`src/rtl/pingpong_ctrl.sv`:
```
// pingpong_ctrl
//   Address sequencer for a two-bank ping-pong buffer held in an external
//   memory. The writer fills one bank while the reader drains the other.
//   Banks are handed over in commit order. A bank that is committed or freed
//   becomes visible to the other side on the following cycle. This block only
//   produces addresses and strobes. Read data latency belongs to the memory.
//
// Parameters
//   DEPTH      entries per bank
//   AW         external memory address width (2*DEPTH <= 2**AW)
//
// Ports
//   clk        rising-edge clock
//   rst        asynchronous reset, active-low
//   wr_valid   writer presents one byte this cycle
//   wr_flush   writer commits the partially filled bank
//   wr_ready   current write bank accepts a byte
//   mem_we     external memory write strobe
//   mem_waddr  external memory write address
//   rd_ready   reader consumes the current entry
//   rd_valid   current read bank holds committed data
//   rd_last    current entry is the last of its bank
//   mem_raddr  external memory read address
//   full       no bank writable
//   empty      no bank readable
//   ovf        sticky: write attempted while not ready
module pingpong_ctrl #(
  parameter int DEPTH = 3,
  parameter int AW    = 3
) (
  input  logic          clk,
  input  logic          rst,
  input  logic          wr_valid,
  input  logic          wr_flush,
  output logic          wr_ready,
  output logic          mem_we,
  output logic [AW-1:0] mem_waddr,
  input  logic          rd_ready,
  output logic          rd_valid,
  output logic          rd_last,
  output logic [AW-1:0] mem_raddr,
  output logic          full,
  output logic          empty,
  output logic          ovf
);

  // Offsets and lengths share one width wide enough to hold DEPTH itself.
  localparam int            OW         = $clog2(DEPTH + 1);
  localparam logic [OW-1:0] LAST_OFF   = OW'(DEPTH - 1);
  localparam logic [OW-1:0] ONE        = OW'(1);
  localparam logic [AW-1:0] BANK1_BASE = AW'(DEPTH);

  typedef enum logic [1:0] {
    FREE     = 2'd0,
    FILLING  = 2'd1,
    READY    = 2'd2,
    DRAINING = 2'd3
  } bank_st_t;

  bank_st_t      st0, st1, st0_nxt, st1_nxt;
  logic [OW-1:0] len0, len1, len0_nxt, len1_nxt;
  logic          wr_bank, wr_bank_nxt;
  logic          rd_bank, rd_bank_nxt;
  logic [OW-1:0] wr_off, wr_off_nxt;
  logic [OW-1:0] rd_off, rd_off_nxt;
  logic          ovf_nxt;

  bank_st_t      wr_st, rd_st;
  logic [OW-1:0] rd_len;
  logic          rd_acc;

  always_ff @(posedge clk or negedge rst) begin
    if (!rst) begin
      st0     <= FREE;
      st1     <= FREE;
      len0    <= '0;
      len1    <= '0;
      wr_bank <= 1'b0;
      rd_bank <= 1'b0;
      wr_off  <= '0;
      rd_off  <= '0;
      ovf     <= 1'b0;
    end else begin
      st0     <= st0_nxt;
      st1     <= st1_nxt;
      len0    <= len0_nxt;
      len1    <= len1_nxt;
      wr_bank <= wr_bank_nxt;
      rd_bank <= rd_bank_nxt;
      wr_off  <= wr_off_nxt;
      rd_off  <= rd_off_nxt;
      ovf     <= ovf_nxt;
    end
  end

  always_comb begin
    st0_nxt     = st0;
    st1_nxt     = st1;
    len0_nxt    = len0;
    len1_nxt    = len1;
    wr_bank_nxt = wr_bank;
    rd_bank_nxt = rd_bank;
    wr_off_nxt  = wr_off;
    rd_off_nxt  = rd_off;

    // Outputs depend on registers only, plus the request inputs for mem_we.
    wr_st     = wr_bank ? st1 : st0;
    rd_st     = rd_bank ? st1 : st0;
    rd_len    = rd_bank ? len1 : len0;
    wr_ready  = (wr_st == FREE) || (wr_st == FILLING);
    full      = !wr_ready;
    mem_we    = wr_valid && wr_ready;
    mem_waddr = (wr_bank ? BANK1_BASE : '0) + AW'(wr_off);
    rd_valid  = (rd_st == READY) || (rd_st == DRAINING);
    empty     = !rd_valid;
    rd_last   = rd_valid && (rd_off == rd_len - ONE);
    mem_raddr = (rd_bank ? BANK1_BASE : '0) + AW'(rd_off);
    rd_acc    = rd_valid && rd_ready;
    ovf_nxt   = ovf || (wr_valid && !wr_ready);

    // Write side. The write bank is always FREE/FILLING when it acts and the
    // read bank always READY/DRAINING, so the two sides never touch the same
    // bank in one cycle.
    if (mem_we) begin
      if (wr_off == LAST_OFF || wr_flush) begin
        if (wr_bank) begin
          st1_nxt  = READY;
          len1_nxt = wr_off + ONE;
        end else begin
          st0_nxt  = READY;
          len0_nxt = wr_off + ONE;
        end
        wr_bank_nxt = !wr_bank;
        wr_off_nxt  = '0;
      end else begin
        if (wr_bank) st1_nxt = FILLING;
        else         st0_nxt = FILLING;
        wr_off_nxt = wr_off + ONE;
      end
    end else if (wr_flush && wr_st == FILLING) begin
      // A FILLING bank always holds at least one entry, so len >= 1 here.
      if (wr_bank) begin
        st1_nxt  = READY;
        len1_nxt = wr_off;
      end else begin
        st0_nxt  = READY;
        len0_nxt = wr_off;
      end
      wr_bank_nxt = !wr_bank;
      wr_off_nxt  = '0;
    end

    // Read side.
    if (rd_acc) begin
      if (rd_last) begin
        if (rd_bank) st1_nxt = FREE;
        else         st0_nxt = FREE;
        rd_bank_nxt = !rd_bank;
        rd_off_nxt  = '0;
      end else begin
        if (rd_bank) st1_nxt = DRAINING;
        else         st0_nxt = DRAINING;
        rd_off_nxt = rd_off + ONE;
      end
    end
  end

endmodule

```
`config.mk`:
```
export PLATFORM = sky130hd
export DESIGN_NAME = pingpong_ctrl
export DESIGN_NICKNAME = d
export VERILOG_FILES = /design/src/rtl/pingpong_ctrl.sv
export SDC_FILE = /design/constraint.sdc
export NUM_CORES = 1
export LEC_CHECK = 0
export CAP_MARGIN = 20
export CORE_MARGIN = 2
export CORE_UTILIZATION = 32
export DETAILED_ROUTE_END_ITERATION = 16
export SETUP_SLACK_MARGIN = 0.3
export SYNTH_ARGS = -nofsm -noshare
export SYNTH_HDL_FRONTEND = slang
export SYNTH_SLANG_ARGS = --single-unit
```
`constraint.sdc`:
```
create_clock -name clk -period 5.6 [get_ports clk]
set_clock_uncertainty 0.1 [all_clocks]
set_input_delay 0.56 -clock clk [delete_from_list [all_inputs] [get_ports clk]]
set_output_delay 0.56 -clock clk [all_outputs]
set_load 0.02 [all_outputs]
```
==> impl_summary.txt <==
----------------------------------------------------
[Setup path]
  Startpoint of the most critical register-to-register path ... wr_bank
  Register-to-Register Path Depth ... 5
  Crit end category ... output pin
  Maximum fanout count along the critical path ... 14
  Worst-path cell chain ... inv_1 -> fa_1 -> inv_1 -> clkdlybuf4s50_1
  Family with the most delay on the worst path ... buffers and inverters
  Critical Path RT ... 4.94 ns
  Critical path origin ... wr_bank
  Stage delay of the slowest cell on the critical path ... 0.70 ns
  Number of cells on the critical path ... 4
  Arrival time of data at the critical path endpoint ... 2.43 ns
  Standard cell with the maximum stage delay on the critical path ... dfrtp_1
  Most used cell along the critical path ... inv_1
  Launching element type of the critical path ... flop
  Critical path buffer and inverter count ... 3
  CP Class ... reg2out

[Timing]
  Final TNS setup ... 0 ns
  Worst setup slack after layout ... 2.51 ns
  Time the final worst path needs with I/O delays and setup ... 3.09 ns
  Final hold vios ... 0
  Slew @ Worst Pin ... 0.743 ns
  Max_slew headroom ... 0.503
  Total setup violations reported at the end of the flow ... 0
  RSZ-0062 raised after global routing ... false
  Final-layout worst hold slack ... 0.364 ns
  Final max-slew violation count ... 0
  Final period util ... 0.552
  Fmax achieved ... 323 MHz

[Synthesis]
  Portion of the post-synthesis area used by sequential elements ... 0.336
  Flip-flop and latch count after synthesis ... 15
  Post-synthesis instance area ... 1120 sq um
  Cells after synthesis ... 124
  Synth warn ... 0
  Cell variety after synth ... 43
  Synthesized area per cell ... 9.00 sq um
  Net count after synthesis ... 134

[Cells and area]
  Nets ... 151
  Final Non-Filler Cells ... 186
  Share of post-route cells with drive strength above 1 ... 0.0786
  Final non-filler cell area ... 1350 sq um
  Antenna Cells ... 0
  Core Util, Final ... 0.404
  Number of filler cells placed in the layout ... 344
  Commonest cells after routing, fill and taps aside ... inv_1 (17), clkdlybuf4s50_1 (17), dfrtp_1 (15), nand3_1 (8), o21ai_0 (8)
  Post-synthesis to final-layout area growth ... 20.7%

[Power]
  Total design power ... 0.769 mW
  Worst vdd rail ir drop ... 0.254 mV
  Power per Cell Area ... 571 nW/um^2
  Static power due to leakage ... 0.554 nW

[Drt]
  First-pass iteration count of the detailed router ... 4
  Drt drc ... 0
  Detailed Route Iter0 Violations ... 44
  DRT antenna net count ... 0
  Final routed wirelength across all metal layers ... 2390 um
  Routed length per placed instance ... 12.8 um
  Routed vias ... 956
  Post-DR vias/cell ... 5.14

[Die]
  Initial Util ... 0.334
  Placeable core region ... 3340 sq um
  Vertical die dimension ... 63.1 um
  Die ar. ... 3980 sq um
  Number of rows created at floorplan ... 21
  Top-Level Pins ... 18
  Die X-Extent ... 63.1 um

[Global routing]
  Maximum number of pins on one net before global-route repair ... 16
  Antenna violations before repair ... 0
  Overall routing resource usage ... 0.128
  Global-route wire length before repair ... 4010 um
  Via count of the first global-routing pass ... 895
  Total congestion overflow after global routing ... 0

[Placed design]
  Final GP Congestion ... 0.826
  PortBufs ... 17
  Area post-placement ... 1320 sq um
  Half-perimeter wire length after detailed placement ... 1850 um
  Number of placed cells counting well taps ... 182
  Minimum setup slack after placement ... 2.77 ns

[Flow run]
  Max-cap violations ... 0

[CTS]
  Number of clock buffers inserted by TritonCTS ... 3
  Maximum level of the CTS H-tree ... 1
  Hold_buf cts ... 0
  Clock Pin Slew Worst Setup and Hold Paths ... 0.10 ns
  TritonCTS sink count ... 15
  Worst-skew pair later-pin latency ... 0.29 ns
  Number of buffers added for setup after CTS ... 0
  CTS root buf ... clkbuf_4
  Post-CTS sizing ... 0
  CTS tree ... built
  Max clock buf depth ... 2

[Worst hold path]
  Launch point of the worst hold path ... ovf
  Worst min-delay path class ... reg2reg
  Number of instances on the worst hold path ... 1

[Status]
  Outcome ... completed

----------------------------------------------------
[worst reg2reg max path: cells and delay by family, from the launching register on]
kind / cells / cell delay (ns)
buffers and inverters: 1 / 0.09
AOI/OAI and AO/OA: 2 / 0.38
DFF: 1 / 0.70
muxes: 2 / 0.77
[flip-flops by register name (all words and copies together) (netlist names)]
register and cells:
wr_bank 1, rd_off 2, st0 2, wr_off 2, len0 2, len1 2
rd_bank 1, ovf 1, st1 2
[cell usage after synthesis, drive strengths merged]
library cell / n / share of area
fa: 2 / 0.036
o2111ai: 1 / 0.0078
a31oi: 2 / 0.011
nand2b: 1 / 0.0056
dfrtp: 15 / 0.34
xnor2: 2 / 0.016
o22ai: 1 / 0.0056
inv: 18 / 0.063
o21ai: 8 / 0.036
o311ai: 1 / 0.0078
nand2: 7 / 0.024
a21oi: 6 / 0.034
a21o: 1 / 0.0067
nor3b: 1 / 0.0067
and3: 2 / 0.011
buf: 2 / 0.010
nor2: 7 / 0.024
or3: 1 / 0.0056
nor4b: 1 / 0.0078
nor3: 2 / 0.0090
o21a: 1 / 0.0067
a311oi: 1 / 0.0078
and3b: 2 / 0.016
a2bb2oi: 1 / 0.0078
o31ai: 2 / 0.013
nor2b: 1 / 0.0056
nand3: 9 / 0.052
nor4: 1 / 0.0056
clkbuf: 3 / 0.010
mux2: 2 / 0.024
ha: 3 / 0.034
o221ai: 1 / 0.024
mux2i: 7 / 0.074
or2: 1 / 0.0056
and2: 3 / 0.017
a311o: 1 / 0.0090
a211oi: 4 / 0.027
[per-layer routing]
metal | share of wire | track usage | routed length (um) | vias to the layer above
met3 | 0.038 | 0.0375 | 90 | 2
met4 | 0.011 | 0.0583 | 27 | 0
met2 | 0.48 | 0.199 | 1160 | 16
met1 | 0.47 | 0.164 | 1110 | 465
li1 | - | - | - | 473
met5 | 0 | 0 | 0 | -
[cells by family after synthesis]
| family | Yosys count | share of synthesized area |
|---|---|---|
| flip-flops | 15 | 0.336 |
| buffers and inverters | 23 | 0.0830 |
| AO/OA/AOI/OAI | 31 | 0.204 |
| XOR/XNOR | 2 | 0.0157 |
| multiplexers | 9 | 0.0975 |
| AND/OR/NAND/NOR | 39 | 0.194 |
| adder cells (fa/ha/maj) | 5 | 0.0695 |
[power breakdown]
part | internal [mW] | switching [mW] | total, mW
sequential | 0.147 | 0.0727 | 0.220
combinational | 0.224 | 0.259 | 0.484
clock | 0.0277 | 0.0376 | 0.0653
[worst paths after layout]
path | slack, ns | end
hold / removal | 0.36 | ovf
hold reg to reg | 0.36 | ovf
setup reg to reg | 3.45 | len0[1]
setup / recovery | 2.51 | mem_waddr[1]
max in group asynchronous | 4.33 | ovf
min in group asynchronous | 0.60 | rd_off[0]
[cell type report]
class	count	area [sq um]	share of cell area
clock buffer	4	26.3	0.0195
tap	46	57.6	0.0427
inverter	18	70.1	0.0520
multi-input combinational	86	648	0.481
timing repair buffer	17	170	0.126
sequential	15	375	0.279
Power figures use the tool's default switching activity.
